--- config.mk ---
export PLATFORM = sky130hd
export DESIGN_NAME = reg_writeback_unit
export DESIGN_NICKNAME = d
export VERILOG_FILES = /design/src/rtl/reg_writeback_unit.sv
export SDC_FILE = /design/constraint.sdc
export NUM_CORES = 1
export LEC_CHECK = 0
export BUFFER_PORTS_ARGS = -buffer_cell sky130_fd_sc_hd__buf_4
export CELL_PAD_IN_SITES_DETAIL_PLACEMENT = 1
export CELL_PAD_IN_SITES_GLOBAL_PLACEMENT = 1
export CORE_MARGIN = 4
export CORE_UTILIZATION = 45
export DETAILED_ROUTE_END_ITERATION = 10
export PLACE_DENSITY = 0.93
export SYNTH_ARGS = -nofsm -noshare
export SYNTH_HDL_FRONTEND = slang
export SYNTH_SLANG_ARGS = --single-unit
--- constraint.sdc ---
create_clock -name clk -period 3.4 [get_ports clk]
set_input_delay 0.68 -clock clk [delete_from_list [all_inputs] [get_ports clk]]
set_output_delay 0.68 -clock clk [all_outputs]
set_load 0.05 [all_outputs]
--- src/rtl/reg_writeback_unit.sv ---
// reg_writeback_unit: queued write-port driver for the 24-bit register file.
// Define WB_BYPASS_EN to build the q_data forwarding path.
module reg_writeback_unit #(
  parameter int DATA_W     = 24,
  parameter int ADDR_W     = 4,
  parameter int NUM_REGS   = 11,
  parameter int FIFO_DEPTH = 4
) (
  input  logic              clk,
  input  logic              rst,
  input  logic              alu_valid,
  input  logic [ADDR_W-1:0] alu_addr,
  input  logic [DATA_W-1:0] alu_data,
  output logic              alu_ready,
  input  logic              mem_valid,
  input  logic [ADDR_W-1:0] mem_addr,
  input  logic [DATA_W-1:0] mem_data,
  output logic              mem_ready,
  input  logic              wb_hold,
  output logic              rf_we,
  output logic [ADDR_W-1:0] rf_wa,
  output logic [DATA_W-1:0] rf_wd,
  output logic [NUM_REGS-1:0] busy,
  input  logic [ADDR_W-1:0] q_addr,
  output logic              q_pending,
  output logic [DATA_W-1:0] q_data,
  output logic              init_done,
  output logic              wb_err
);

  localparam int PTR_W = $clog2(FIFO_DEPTH);
  localparam int CNT_W = PTR_W + 1;
  localparam logic [ADDR_W-1:0] LAST_REG = ADDR_W'(NUM_REGS - 1);
  localparam logic [CNT_W-1:0] FULL_CNT = CNT_W'(FIFO_DEPTH);

  typedef enum logic {S_INIT, S_RUN} state_e;

  state_e              state_q, state_d;
  logic [ADDR_W-1:0]   sweep_q, sweep_d;
  logic [PTR_W-1:0]    wr_q, wr_d;
  logic [PTR_W-1:0]    rd_q, rd_d;
  logic [CNT_W-1:0]    cnt_q, cnt_d;
  logic [FIFO_DEPTH-1:0] vld_q, vld_d;
  logic [ADDR_W-1:0]   fa_q [FIFO_DEPTH];
  logic [ADDR_W-1:0]   fa_d [FIFO_DEPTH];
  logic [DATA_W-1:0]   fd_q [FIFO_DEPTH];
  logic [DATA_W-1:0]   fd_d [FIFO_DEPTH];
  logic                wb_err_q, wb_err_d;
  logic                full, empty;
  logic                acc, push, pop;
  logic [ADDR_W-1:0]   in_addr;
  logic [DATA_W-1:0]   in_data;

  always_comb begin
    state_d   = state_q;
    sweep_d   = sweep_q;
    wr_d      = wr_q;
    rd_d      = rd_q;
    cnt_d     = cnt_q;
    vld_d     = vld_q;
    fa_d      = fa_q;
    fd_d      = fd_q;
    wb_err_d  = 1'b0;
    alu_ready = 1'b0;
    mem_ready = 1'b0;
    rf_we     = 1'b0;
    rf_wa     = '0;
    rf_wd     = '0;
    acc       = 1'b0;
    push      = 1'b0;
    pop       = 1'b0;
    in_addr   = mem_valid ? mem_addr : alu_addr;
    in_data   = mem_valid ? mem_data : alu_data;
    full      = (cnt_q == FULL_CNT);
    empty     = (cnt_q == '0);
    if (!rst) begin
      unique case (state_q)
        S_INIT: begin
          rf_we   = 1'b1;
          rf_wa   = sweep_q;
          sweep_d = sweep_q + ADDR_W'(1);
          if (sweep_q == LAST_REG) begin
            state_d = S_RUN;
            sweep_d = '0;
          end
        end
        S_RUN: begin
          // Readies look only at occupancy, never at this cycle's pop.
          mem_ready = !full;
          alu_ready = !full && !mem_valid;
          acc = (mem_valid && mem_ready) ||
                (alu_valid && alu_ready);
          wb_err_d = acc && (in_addr > LAST_REG);
          push = acc && !wb_err_d;
          pop  = !empty && !wb_hold;
          rf_we = pop;
          if (pop) begin
            rf_wa = fa_q[rd_q];
            rf_wd = fd_q[rd_q];
          end
        end
        default: ;
      endcase
    end
    if (push) begin
      fa_d[wr_q]  = in_addr;
      fd_d[wr_q]  = in_data;
      vld_d[wr_q] = 1'b1;
      wr_d = wr_q + PTR_W'(1);
    end
    if (pop) begin
      vld_d[rd_q] = 1'b0;
      rd_d = rd_q + PTR_W'(1);
    end
    cnt_d = cnt_q + CNT_W'(push) - CNT_W'(pop);
  end

  always_ff @(posedge clk) begin
    if (rst) begin
      state_q  <= S_INIT;
      sweep_q  <= '0;
      wr_q     <= '0;
      rd_q     <= '0;
      cnt_q    <= '0;
      vld_q    <= '0;
      wb_err_q <= 1'b0;
    end else begin
      state_q  <= state_d;
      sweep_q  <= sweep_d;
      wr_q     <= wr_d;
      rd_q     <= rd_d;
      cnt_q    <= cnt_d;
      vld_q    <= vld_d;
      wb_err_q <= wb_err_d;
    end
  end

  always_ff @(posedge clk) begin
    fa_q <= fa_d;
    fd_q <= fd_d;
  end

  always_comb begin
    busy = '0;
    for (int i = 0; i < FIFO_DEPTH; i++)
      for (int r = 0; r < NUM_REGS; r++)
        if (vld_q[i] && fa_q[i] == ADDR_W'(r))
          busy[r] = 1'b1;
  end

  always_comb begin
    q_pending = 1'b0;
    for (int r = 0; r < NUM_REGS; r++)
      if (q_addr == ADDR_W'(r))
        q_pending = busy[r];
  end

`ifdef WB_BYPASS_EN
  logic [PTR_W-1:0] slot;

  // Walk oldest to youngest so the youngest match wins.
  always_comb begin
    q_data = '0;
    slot   = rd_q;
    for (int k = 0; k < FIFO_DEPTH; k++) begin
      slot = rd_q + PTR_W'(k);
      if (vld_q[slot] && fa_q[slot] == q_addr)
        q_data = fd_q[slot];
    end
  end
`else
  assign q_data = '0;
`endif

  assign init_done = (state_q == S_RUN);
  assign wb_err    = wb_err_q;

endmodule

==> summary by stage, run 1 <==
Outcome
The flow ran to the end, and the final reports show no timing, DRC or antenna violations.

Synth
The synthesized netlist devotes 10.04% of its cell area to simple gates. Counting flops with an async set or reset pin after synthesis yields a share of 0%. The area of the mapped netlist is 0.006221 mm2. The multiplexer fraction of the synthesized cell area is 15.89%. sky130_fd_sc_hd__edfxtp_1 takes more of the synthesized area than any other cell. In the post-synthesis netlist, the biggest area contributors are sky130_fd_sc_hd__edfxtp_1 54%, sky130_fd_sc_hd__mux4_2 10%, sky130_fd_sc_hd__dfxtp_1 5.5%.

Sequential cells were found to cover 59.53% of the synthesized design area. Yosys printed 0 warnings. Of the post-synthesis cell area, the dominant cell type holds 54.06%. The leading register cell type out of synthesis is sky130_fd_sc_hd__edfxtp_1. The xor/xnor cell area share of the yosys netlist is 0.7039%. The post-synthesis share of cell area spent on full adders, half adders and majority gates is 2.333%. After synthesis, the largest family of logic cells by area is multiplexers. In this run, synthesis inferred 112 flip-flops with an integrated enable. The post-synthesis cell count is 423.

In this run, synthesis produced a sequential element count of 129. Summing the areas of all compound-gate instances in the mapped netlist gives 6.335% of the synthesized area. The average instance in the mapped netlist occupies 14.71 um2. The number of different library cells in the post-synthesis netlist is 57.

Place
The area after detailed placement is 0.007238 mm2. The number of I/O port buffers is 109. The weighted congestion reported at the end of routability-driven placement is 0.8447. The half-perimeter wire length after detailed placement is 10640 um.

Setup path
STA puts the critical path data arrival time at 2580 ps. The worst register-to-register path has a setup slack of 780 ps. STA classifies the critical path startpoint as a register. Of all nets on the critical path, the largest fanout is 4. At the worst endpoint, the required time is 2720 ps.

The critical path capture point type is an output port. The worst setup path is of the reg -> out kind. The end of the worst register-to-register path is cnt_q[2]. The worst register-to-register path begins at init_done. Measured in cells, the most critical reg-to-reg path has a length of 11.

Power and ir drop
Dividing total power by cell area gives a power density of 487.2 mW/mm2. The analysis attributes to cell leakage a power of 2.875 nW. The worst-case IR drop observed on VDD is 0.0002787 V.

Routing
In the routed design, unresolved DRC markers number 0. The final routed wirelength across all metal layers is 15720 um. The number of optimization iterations in the first detailed-route pass is 4. Dividing the detail-routed wire length by the instance count gives 21.45 um. The number of vias per cell is 5.464. Across all layers, the routed design uses 4005 vias. The first-iteration detailed-routing DRC count is 308. The remaining antenna violation count after routing is 0.

Floorplanning
In this run the horizontal extent of the chip is 125.6 um. The core region is 0.01340 mm2. The total I/O pin count is 134.

The initial utilization of the core area, before any placement, comes to 46.42%. The floorplan step set the die height to 125.6 um. The die covers 0.01577 mm2. The number of placement rows is 42.

Clocking
The number of setup buffers added after CTS is 0. CTS built an H-tree with a depth of 4. The buffer levels on the longest clock path is 2. The later pin in the worst-skew pair is clocked with a latency of 420 ps. The clock edge transition at the registers on the reported setup and hold paths is 60 ps. In this run the clock root is driven by a sky130_fd_sc_hd__clkbuf_16. The number of gates resized after CTS is 0. The number of clock sinks seen by CTS is 129. The number of buffers inserted during clock tree synthesis is 17. TritonCTS built the clock tree. Buffers inserted to repair hold after CTS numbered 0.

STA
Setup violations remaining at the end of the flow were counted as 0. The peak clock frequency supported by timing is 306.7 MHz. After layout, the worst path uses 95.88% of the clock period.

The setup skew after layout is 8.445 ps. Setup repair after global routing left no endpoint under its margin. The clock period could shrink to 3260 ps. The worst-case headroom to the max-slew limit is 60.59%. The number of hold violations in the final report is 0. The final number of max-transition violations is 0. The measured slew at the worst slew-check pin is 589.9 ps. Adding up every negative setup slack in the final design gives 0 ps.

Final layout
The number of diodes is 0. Of the cells placed in the final design, the portion with a size suffix greater than 1 is 40.39%. Summing all non-filler instances in the final layout gives an area of 0.007848 mm2. The number of fillers in the final layout is 1287. The most common cell after layout, fill and taps aside is sky130_fd_sc_hd__buf_4. The final layout contains 620 nets. The layout-stage area growth over the synthesis result is 26.15%. For this run, the share of the core covered by cells in the final layout is 58.56%. In the layout the commonest cells are 114 x sky130_fd_sc_hd__buf_4, 112 x sky130_fd_sc_hd__edfxtp_1, 35 x sky130_fd_sc_hd__nor2b_1, 30 x sky130_fd_sc_hd__mux2_2, 28 x sky130_fd_sc_hd__mux4_2.

Hold path
The class of the tightest hold or removal check is reg -> reg. Along the worst hold path, the cell count comes to 2. The worst hold path terminates at sweep_q[3]. The worst hold path begins at sweep_q[3].

GRT
The number of antenna violations at the first check in global routing is 0. The via count of the first global-routing pass came to 4420. Entering global routing, the biggest net connects 33 pins.

After global routing the overflow that remains totals 0. The wire length of the first global-routing pass is 24780 um. The global-route usage over all layers is 20.58%.

Run
Max-cap violations in this run came to 0.
final cells by class:
| type | count | area, um2 | share of cell area [%] |
|---|---|---|---|
| inverters | 17 | 63.81 | 0.8131 |
| repair buffers | 119 | 955.9 | 12.18 |
| multi-input cells | 260 | 2293 | 29.23 |
| clock inverters | 14 | 180.2 | 2.296 |
| flip-flops and latches | 129 | 3705 | 47.21 |
| clock buffers | 18 | 429.2 | 5.469 |
| well taps | 176 | 220.2 | 2.806 |
how the worst max path moves through the flow:
stage,slack [ps],startpoint,depth (start not counted),end
detailed placement,200,mem_valid,11,cnt_q[2]
global placement,330,mem_valid,11,cnt_q[2]
CTS,150,fa_q[14],7,q_pending
floorplan,210,init_done,12,cnt_q[2]
finish,140,fa_q[2],7,q_pending
global route,60,fa_q[2],7,q_pending
critical path, cell delays in order (launching register included):
cell and delay, ps:
sky130_fd_sc_hd__edfxtp_1 440, sky130_fd_sc_hd__or3b_1 480, sky130_fd_sc_hd__o22ai_1 270, sky130_fd_sc_hd__nor4_1 120, sky130_fd_sc_hd__a2111oi_4 380, sky130_fd_sc_hd__nor2_1 90, sky130_fd_sc_hd__o211ai_2 150, sky130_fd_sc_hd__buf_4 220
report_power, final:
part	internal [mW]	switching, mW
combinational	0.0870	0.141
sequential	1.73	0.00420
clock	1.16	0.697
total	2.98	0.842
metal layers:
layer  up-vias  track usage, %  part of all wire (%)
met3        19           6.226                   6.1
met2       166           35.56                    53
met4         0           6.122                   1.2
li1       1798               -                     -
met5         -               0                     0
met1      2022           24.92                    40
registers in the layout, summed over array words and instances (netlist names):
signal     cells
cnt_q          3
fa_q          16
fd_q          96
init_done      1
rd_q           2
sweep_q        4
vld_q          4
wb_err         1
wr_q           2
synth_stat cells, types with 2 or more instances:
| library cell | instances |
|---|---|
| sky130_fd_sc_hd__a22oi_1 | 2 |
| sky130_fd_sc_hd__nor3b_1 | 5 |
| sky130_fd_sc_hd__a311o_1 | 2 |
| sky130_fd_sc_hd__and3_1 | 2 |
| sky130_fd_sc_hd__or2_2 | 4 |
| sky130_fd_sc_hd__a21oi_1 | 12 |
| sky130_fd_sc_hd__mux4_2 | 28 |
| sky130_fd_sc_hd__nand3_1 | 4 |
| sky130_fd_sc_hd__a221oi_1 | 2 |
| sky130_fd_sc_hd__ha_1 | 10 |
| sky130_fd_sc_hd__edfxtp_1 | 112 |
| sky130_fd_sc_hd__nor3_1 | 2 |
| sky130_fd_sc_hd__nor2b_1 | 35 |
| sky130_fd_sc_hd__a211o_1 | 2 |
| sky130_fd_sc_hd__mux2i_1 | 2 |
| sky130_fd_sc_hd__nor2_1 | 27 |
| sky130_fd_sc_hd__nand2b_1 | 7 |
| sky130_fd_sc_hd__nand2_1 | 6 |
| sky130_fd_sc_hd__buf_1 | 2 |
| sky130_fd_sc_hd__buf_4 | 24 |
| sky130_fd_sc_hd__o21ai_0 | 3 |
| sky130_fd_sc_hd__o21a_1 | 4 |
| sky130_fd_sc_hd__inv_1 | 17 |
| sky130_fd_sc_hd__mux2_2 | 30 |
| sky130_fd_sc_hd__clkbuf_1 | 8 |
| sky130_fd_sc_hd__and2_1 | 6 |
| sky130_fd_sc_hd__nand3b_1 | 6 |
| sky130_fd_sc_hd__o32ai_1 | 3 |
| sky130_fd_sc_hd__dfxtp_1 | 17 |
| sky130_fd_sc_hd__xnor2_1 | 4 |
| sky130_fd_sc_hd__o22ai_1 | 5 |
| sky130_fd_sc_hd__buf_2 | 5 |
cell families (layout without fill, tap and decap cells):
group                    after synthesis  count (layout)
XOR/XNOR                               5               5
AND/OR/NAND/NOR                      110             110
other                                  1              24
multiplexers                          60              60
adder cells (fa/ha/maj)               11              11
AO/OA/AOI/OAI                         50              50
flip-flops                           129             129
buffers and inverters                 57             168
through the flow:
stage / hold WS (ps) / worst slack [ps] / power [mW] / cells
3_5_place_dp: 498.0 / 200.8 / 1.994 / 701
2_1_floorplan: 467.3 / 212.6 / 1.928 / 446
4_1_cts: 505.9 / 148.3 / 3.854 / 733
6_report: 503.9 / 139.9 / 3.823 / 733
5_1_grt: 571.2 / 62.27 / 3.951 / 733
3_3_place_gp: 480.8 / 329.7 / 1.982 / 701
Note: power is estimated with default switching activity, not from simulation.
==> run 2: changes to the inputs <==
--- a/config.mk
+++ b/config.mk
@@ -11,7 +11,7 @@
 export CORE_MARGIN = 4
 export CORE_UTILIZATION = 45
 export DETAILED_ROUTE_END_ITERATION = 10
-export PLACE_DENSITY = 0.93
+export PLACE_DENSITY = 0.82
 export SYNTH_ARGS = -nofsm -noshare
 export SYNTH_HDL_FRONTEND = slang
 export SYNTH_SLANG_ARGS = --single-unit
==> summary by stage, run 2 (synthesized netlist as in run 1, its figures left out) <==
Outcome
The flow ran to the end, and the final reports show no timing, DRC or antenna violations.

Final layout
The number of diodes is 0 (unchanged). The end-of-flow core utilization is 58.34% (-0.22 points). The top register by number of flip-flops is fd_q. The library cells used most frequently in the layout, excluding fill and tap cells, are 113 x sky130_fd_sc_hd__buf_4, 112 x sky130_fd_sc_hd__edfxtp_1, 35 x sky130_fd_sc_hd__nor2b_1, 30 x sky130_fd_sc_hd__mux2_2, 28 x sky130_fd_sc_hd__mux4_2.

The library cell used most frequently in the layout, excluding fill and tap cells, is sky130_fd_sc_hd__buf_4. The layout-stage area growth over the synthesis result is 25.66%. The count of nets after finishing is 619 (-0.16%).

The share of final-layout standard cells stronger than drive strength 1 is 39.57% (-0.83 points). The number of standard cells in the layout, taps in and fillers out is 732 (-0.14%). The final instance area is 0.007818 mm2 (-0.38%).

In the final layout, the registers with the most flip-flops are fd_q: 96 flops, fa_q: 16 flops. The flip-flop count of the largest register, all copies and words added was 96 (unchanged).

Routing
The mean routed wirelength per cell was 22.55 um (+5.1%). The routed wire length on met3 was 778 um (-18%). The highest layer touched by signal routing is met4. The first-iteration detailed-routing DRC count is 256 (-17%).

The remaining antenna violation count after routing is 0 (unchanged). The final routed wirelength across all metal layers is 16510 um (+5.0%). The number of DRC violations after detailed routing was 0 (unchanged). The total met2 wirelength after detailed routing is 8842 um (+6.8%).

The number of optimization iterations in the first detailed-route pass is 4 (unchanged). The routed via count is 3962 (-1.1%). The number of vias per cell was 5.413 (-0.94%). The met1 wire length came to 6597 um (+4.8%).

STA
The post-route worst hold slack is 513.4 ps (+9.496 ps). The setup violation total in the final timing report was 0 (unchanged). The ratio of final minimum period to clock period is 94.82% (-1.1 points). Setup repair after global routing left no endpoint under its margin. The setup skew after layout is 7.694 ps (-0.7514 ps). The measured slew at the worst slew-check pin is 805.0 ps (+215.1 ps). The worst-case headroom to the max-slew limit was 46.33% (-14 points). The peak clock frequency supported by timing was 310.2 MHz (+1.1%). The sum of negative setup slack is 0 ps (unchanged). The worst setup slack after layout is 176.2 ps (+36.26 ps). The final number of max-transition violations was 0 (unchanged). The number of hold violations in the final report is 0 (unchanged).

The clock period minus worst slack came to 3224 ps (-36.26 ps).

Clocking
The clock network latency to the later pin of the worst-skew pair came to 410 ps (about the same). TritonCTS built the clock tree. The number of gates resized after CTS is 0 (unchanged). The total of hold buffers inserted after clock tree synthesis is 0 (unchanged). The clock edge transition at the registers on the reported setup and hold paths came to 50 ps (about the same). The H-tree depth is 4 (unchanged). The buffer levels on the longest clock path came to 2 (unchanged). The tree is rooted in a sky130_fd_sc_hd__clkbuf_16.

The number of clock sinks seen by CTS is 129 (unchanged). The number of setup buffers added after CTS came to 0 (unchanged). The number of buffers inserted during clock tree synthesis is 17 (unchanged).

GRT
The maximum number of pins on one net before global-route repair is 30 (-9.1%). The number of antenna violations at the first check in global routing is 0 (unchanged). The via count of the first global-routing pass is 4442 (+0.50%).

The aggregate global routing overflow was 0 (unchanged). The wire length of the first global-routing pass was 25690 um (+3.7%). The global-route usage over all layers was 21.70% (+1.1 points).

Setup path
The critical path goes through or3b_1 -> o22ai_1 -> nor4_1 -> a2111oi_4 -> nor2_1 -> o211ai_2 -> buf_4. The critical path buffer and inverter count is 1 (unchanged). The internal reg-to-reg setup slack is 680 ps (-100 ps).

The most critical setup path has its startpoint at fa_q[2]. The cell family contributing the most delay on the critical path is compound AO/OA/AOI/OAI gates. STA classifies the critical path startpoint as a register. The required time at the worst-slack endpoint is 2720 ps (about the same). The critical path is of the reg -> out type. The worst flop-to-flop path startpoint is init_done. The largest individual stage delay along the critical path comes from the cell sky130_fd_sc_hd__or3b_1. The data arrival time at the worst-slack endpoint came to 2540 ps (-40 ps). STA classifies the critical path endpoint as an output port. The largest fanout of any net on the critical path was 4 (unchanged). The delay of the slowest cell on the worst path is 520 ps (+40 ps).

Hold path
The min-delay analysis places its worst path in the category reg -> reg. The worst hold path startpoint is sweep_q[3].

Floorplanning
The total I/O pin count is 134 (unchanged). The die span in x is 125.6 um (unchanged). The placeable core region came to 0.01340 mm2 (unchanged). The die height is 125.6 um (unchanged).

The number of placement rows is 42 (unchanged). The effective utilization at floorplan is 46.42% (unchanged). The area enclosed by the die boundary is 0.01577 mm2 (unchanged).

Place
The pre-CTS worst setup slack was 214.9 ps (+14.17 ps). The area after detailed placement is 0.007233 mm2 (about the same). The weighted congestion reported at the end of routability-driven placement was 0.8591 (+1.7%). The total placed cells including tap cells is 700 (-0.14%). The number of I/O port buffers is 109 (unchanged). The half-perimeter wire length after detailed placement is 10980 um (+3.2%).

Power and ir drop
The total power consumption of the routed design was 3.761 mW (-1.6%). The static leakage is 2.878 nW (about the same). The switching fraction of total power is 20.18% (-1.8 points).

The ratio of total power to cell area is 481.1 mW/mm2 (-1.2%). The fraction of power consumed by combinational cells came to 6.1% (about the same). The sequential share of power was 46.2% (+0.8 points). The reported net switching power is 758.9 uW (-9.9%). The part of the total power dissipated in the clock network is 47.7% (-0.9 points). The worst vdd rail ir drop is 0.0003806 V (+37%). The total internal power came to 3.002 mW (+0.70%).

Run
The max-cap check violation count is 0 (unchanged).
-- run 2: changes by cell type in the layout (fill, tap and decap cells not counted), moves of 2 or more --
cell | before | now
sky130_fd_sc_hd__clkbuf_1 | 1 | 5
sky130_fd_sc_hd__clkinv_4 | 2 | 0
sky130_fd_sc_hd__clkinv_2 | 0 | 3
sky130_fd_sc_hd__inv_6 | 4 | 0
sky130_fd_sc_hd__clkinv_1 | 0 | 2
sky130_fd_sc_hd__clkinvlp_4 | 5 | 0
sky130_fd_sc_hd__clkbuf_8 | 0 | 2
-- run 2: path summary, 6_finish.rpt --
path              cells after the start          to
hold / removal                        2  sweep_q[3]
setup / recovery                      7   q_pending
setup reg to reg                     11    cnt_q[2]
hold reg to reg                       2  sweep_q[3]
-- run 2: worst reg2reg max path: stages (launching register included) --
cell and delay [ps]:
sky130_fd_sc_hd__dfxtp_1 520, sky130_fd_sc_hd__nand2b_1 120, sky130_fd_sc_hd__a21oi_2 170, sky130_fd_sc_hd__o21ai_0 180, sky130_fd_sc_hd__a21oi_2 300, sky130_fd_sc_hd__inv_1 80, sky130_fd_sc_hd__ha_1 290, sky130_fd_sc_hd__inv_1 40
sky130_fd_sc_hd__ha_1 210, sky130_fd_sc_hd__fa_1 450, sky130_fd_sc_hd__xnor2_1 200, sky130_fd_sc_hd__nor2_1 60
-- run 2: layer usage --
metal,vias to the layer above,track usage (%)
li1,1796,-
met1,2004,25.20
met2,139,39.62
met3,23,5.160
met4,0,6.696
met5,-,0
-- run 2: cell type report --
class                      count  area (um2)
multi-input combinational    260        2295
tap                          176       220.2
clock buffer                  24       471.7
sequential                   129        3706
timing repair buffer         118       948.4
inverter                      17       63.81
clock inverter                 8       112.6
fill                        1293        5583
-- run 2: power groups by stage --
stage / logic (mW) / clock network, mW / registers (mW)
6_report: 0.229 / 1.79 / 1.74
5_1_grt: 0.246 / 1.90 / 1.74
4_1_cts: 0.229 / 1.83 / 1.74
3_5_place_dp: 0.226 / 0 / 1.77
3_3_place_gp: 0.214 / 0 / 1.77
2_1_floorplan: 0.160 / 0 / 1.77
==> run 3: changes to the inputs <==
--- a/config.mk
+++ b/config.mk
@@ -5,7 +5,7 @@
 export SDC_FILE = /design/constraint.sdc
 export NUM_CORES = 1
 export LEC_CHECK = 0
-export BUFFER_PORTS_ARGS = -buffer_cell sky130_fd_sc_hd__buf_4
+export BUFFER_PORTS_ARGS = -buffer_cell sky130_fd_sc_hd__buf_2
 export CELL_PAD_IN_SITES_DETAIL_PLACEMENT = 1
 export CELL_PAD_IN_SITES_GLOBAL_PLACEMENT = 1
 export CORE_MARGIN = 4
==> summary by stage, run 3 (synthesized netlist as in run 1, its figures left out) <==
Run
The max-cap check violation count came to 0 (unchanged).

Routing
The remaining antenna violation count after routing is 0 (unchanged). The number of vias per cell is 5.443 (+0.56%). The final routed wirelength across all metal layers was 15660 um (-5.2%). The mean routed wirelength per cell is 21.33 um (-5.4%). The number of DRC violations after detailed routing is 0 (unchanged). The number of optimization iterations in the first detailed-route pass was 4 (unchanged).

The first-iteration detailed-routing DRC count was 249 (-2.7%). The routed via count is 3995 (+0.83%).

STA
The number of hold violations in the final report is 0 (unchanged). The clock period minus worst slack is 3266 ps (+41.91 ps). The measured slew at the worst slew-check pin came to 695.9 ps (-109.1 ps).

The peak clock frequency supported by timing is 306.2 MHz (-1.3%). The final number of max-transition violations is 0 (unchanged). The worst-case headroom to the max-slew limit is 53.61% (+7.3 points).

The setup skew after layout is 7.009 ps (-0.6847 ps). Setup repair after global routing left no endpoint under its margin. The sum of negative setup slack was 0 ps (unchanged). The worst setup slack after layout is 134.3 ps (-41.91 ps). The ratio of final minimum period to clock period was 96.05% (+1.2 points). The setup violation total in the final timing report is 0 (unchanged).

Outcome
The flow ran to the end, and the final reports show no timing, DRC or antenna violations.

Floorplanning
The area enclosed by the die boundary came to 0.01577 mm2 (unchanged). The placeable core region is 0.01340 mm2 (unchanged). The die span in x is 125.6 um (unchanged). The total I/O pin count is 134 (unchanged).

The number of placement rows is 42 (unchanged). The die height is 125.6 um (unchanged). The effective utilization at floorplan is 46.42% (unchanged).

GRT
The wire length of the first global-routing pass is 24740 um (-3.7%). The number of antenna violations at the first check in global routing is 0 (unchanged). The via count of the first global-routing pass was 4412 (-0.68%). The aggregate global routing overflow is 0 (unchanged).

The global-route usage over all layers came to 20.39% (-1.3 points). The maximum number of pins on one net before global-route repair is 26 (-13%).

Final layout
The library cells used most frequently in the layout, excluding fill and tap cells, are 112 x sky130_fd_sc_hd__edfxtp_1, 108 x sky130_fd_sc_hd__buf_2, 35 x sky130_fd_sc_hd__nor2b_1, 30 x sky130_fd_sc_hd__mux2_2, 28 x sky130_fd_sc_hd__mux4_2. The largest registers in the layout are fd_q: 96 flops, fa_q: 16 flops. The share of final-layout standard cells stronger than drive strength 1 was 40.50% (+0.93 points). The flip-flop count of the largest register, all copies and words added is 96 (unchanged).

The number of standard cells in the layout, taps in and fillers out is 734 (+0.27%). More flip-flops sit in one register than any other, and that register is fd_q. The library cell used most frequently in the layout, excluding fill and tap cells, is sky130_fd_sc_hd__edfxtp_1. The count of nets after finishing was 621 (+0.32%). The layout-stage area growth over the synthesis result is 21.00%. The number of diodes is 0 (unchanged).

Power and ir drop
The switching fraction of total power is 22.00% (+1.8 points). The sequential share of power is 48.6% (+2.4 points). The reported net switching power is 785.9 uW (+3.6%). The static leakage is 2.813 nW (-2.2%). The part of the total power dissipated in the clock network is 45.6% (-2.1 points). The ratio of total power to cell area was 474.5 mW/mm2 (-1.4%). The total power consumption of the routed design is 3.572 mW (-5.0%). The total internal power came to 2.786 mW (-7.2%). The worst vdd rail ir drop is 0.0003923 V (+3.1%). The fraction of power consumed by combinational cells is 5.8% (-0.3 points).

Setup path
The critical path ends at q_pending. The required time at the worst-slack endpoint is 2720 ps (about the same). The largest fanout of any net on the critical path is 4 (unchanged). The worst register-to-register path ends at cnt_q[2]. The data arrival time at the worst-slack endpoint is 2590 ps (+50 ps). The worst flop-to-flop path startpoint is cnt_q[2]. The internal reg-to-reg setup slack is 880 ps (+200 ps). The cell depth of the worst flop-to-flop path is 12 (+1). STA classifies the critical path endpoint as an output port. The worst setup path is launched from a register. The critical path starts at fa_q[14]. The critical path is of the reg -> out type.

Clocking
CTS placed an instance of sky130_fd_sc_hd__clkbuf_16 at the clock tree root. The total of hold buffers inserted after clock tree synthesis is 0 (unchanged). The number of clock sinks seen by CTS is 129 (unchanged). The H-tree depth is 4 (unchanged).

TritonCTS built the clock tree. The clock edge transition at the registers on the reported setup and hold paths is 50 ps (about the same). The number of buffers inserted during clock tree synthesis was 17 (unchanged). The buffer levels on the longest clock path was 2 (unchanged).

The clock network latency to the later pin of the worst-skew pair is 410 ps (about the same).

Place
The half-perimeter wire length after detailed placement is 11380 um (+3.6%). The number of I/O port buffers is 109 (unchanged). The weighted congestion reported at the end of routability-driven placement was 0.8224 (-4.3%). The total placed cells including tap cells was 702 (+0.29%). The pre-CTS worst setup slack was 278.7 ps (+63.78 ps).

Hold path
The class of the tightest hold or removal check is reg -> reg.
## run 3: area by class of cell
cell class	instances	area [um2]
fill	1354	5873
clock inverter	13	96.34
multi-input combinational	260	2302
inverter	17	63.81
clock buffer	19	432.9
tap	176	220.2
timing repair buffer	120	705.7
sequential	129	3706
## run 3: stage by stage
step / area [um2] / hold slack, ps / utilization [%]
2_1_floorplan: 6311 / 467.3 / -
3_3_place_gp: 6990 / 489.1 / 52.17
3_5_place_dp: 6990 / 508.1 / 52.17
4_1_cts: 7520 / 516.6 / 56.12
5_1_grt: 7527 / 528.8 / 56.17
6_report: 7527 / 526.2 / 56.17
## run 3: power groups by stage
stage	sequential [mW]	clock, mW	combinational [mW]
after floorplan	1.77	0	0.160
after global placement	1.77	0	0.193
after detailed placement	1.77	0	0.204
after CTS	1.74	1.66	0.206
after global routing	1.74	1.74	0.222
final	1.74	1.63	0.205
## run 3: layer usage
layer,share of wire [%],global-route usage (%),up-vias
li1,-,-,1799
met1,40,24.92,2032
met2,54,36.38,147
met3,5.4,4.606,17
met4,1.1,5.548,0
met5,0,0,-
## run 3: timing repair
action	CTS	global route
endpoints found under the setup margin	0	1
gates resized for setup	0	1
setup buffers	0	0
## run 3: how the worst min path moves through the flow
stage / slack [ps] / cells after the start / startpoint / endpoint
6_report: 530 / 2 / sweep_q[3] / sweep_q[3]
5_1_grt: 530 / 2 / sweep_q[3] / sweep_q[3]
4_1_cts: 520 / 2 / sweep_q[3] / sweep_q[3]
3_5_place_dp: 510 / 2 / sweep_q[3] / sweep_q[3]
3_3_place_gp: 490 / 2 / sweep_q[3] / sweep_q[3]
2_1_floorplan: 470 / 2 / sweep_q[3] / sweep_q[3]
## run 3: critical path: stages (launching register included)
cell and delay [ps]:
sky130_fd_sc_hd__edfxtp_1 440, sky130_fd_sc_hd__or3b_4 460, sky130_fd_sc_hd__o32ai_2 300, sky130_fd_sc_hd__a221oi_2 120, sky130_fd_sc_hd__a2111oi_4 360, sky130_fd_sc_hd__nor2_1 90, sky130_fd_sc_hd__o211ai_2 140, sky130_fd_sc_hd__buf_2 280
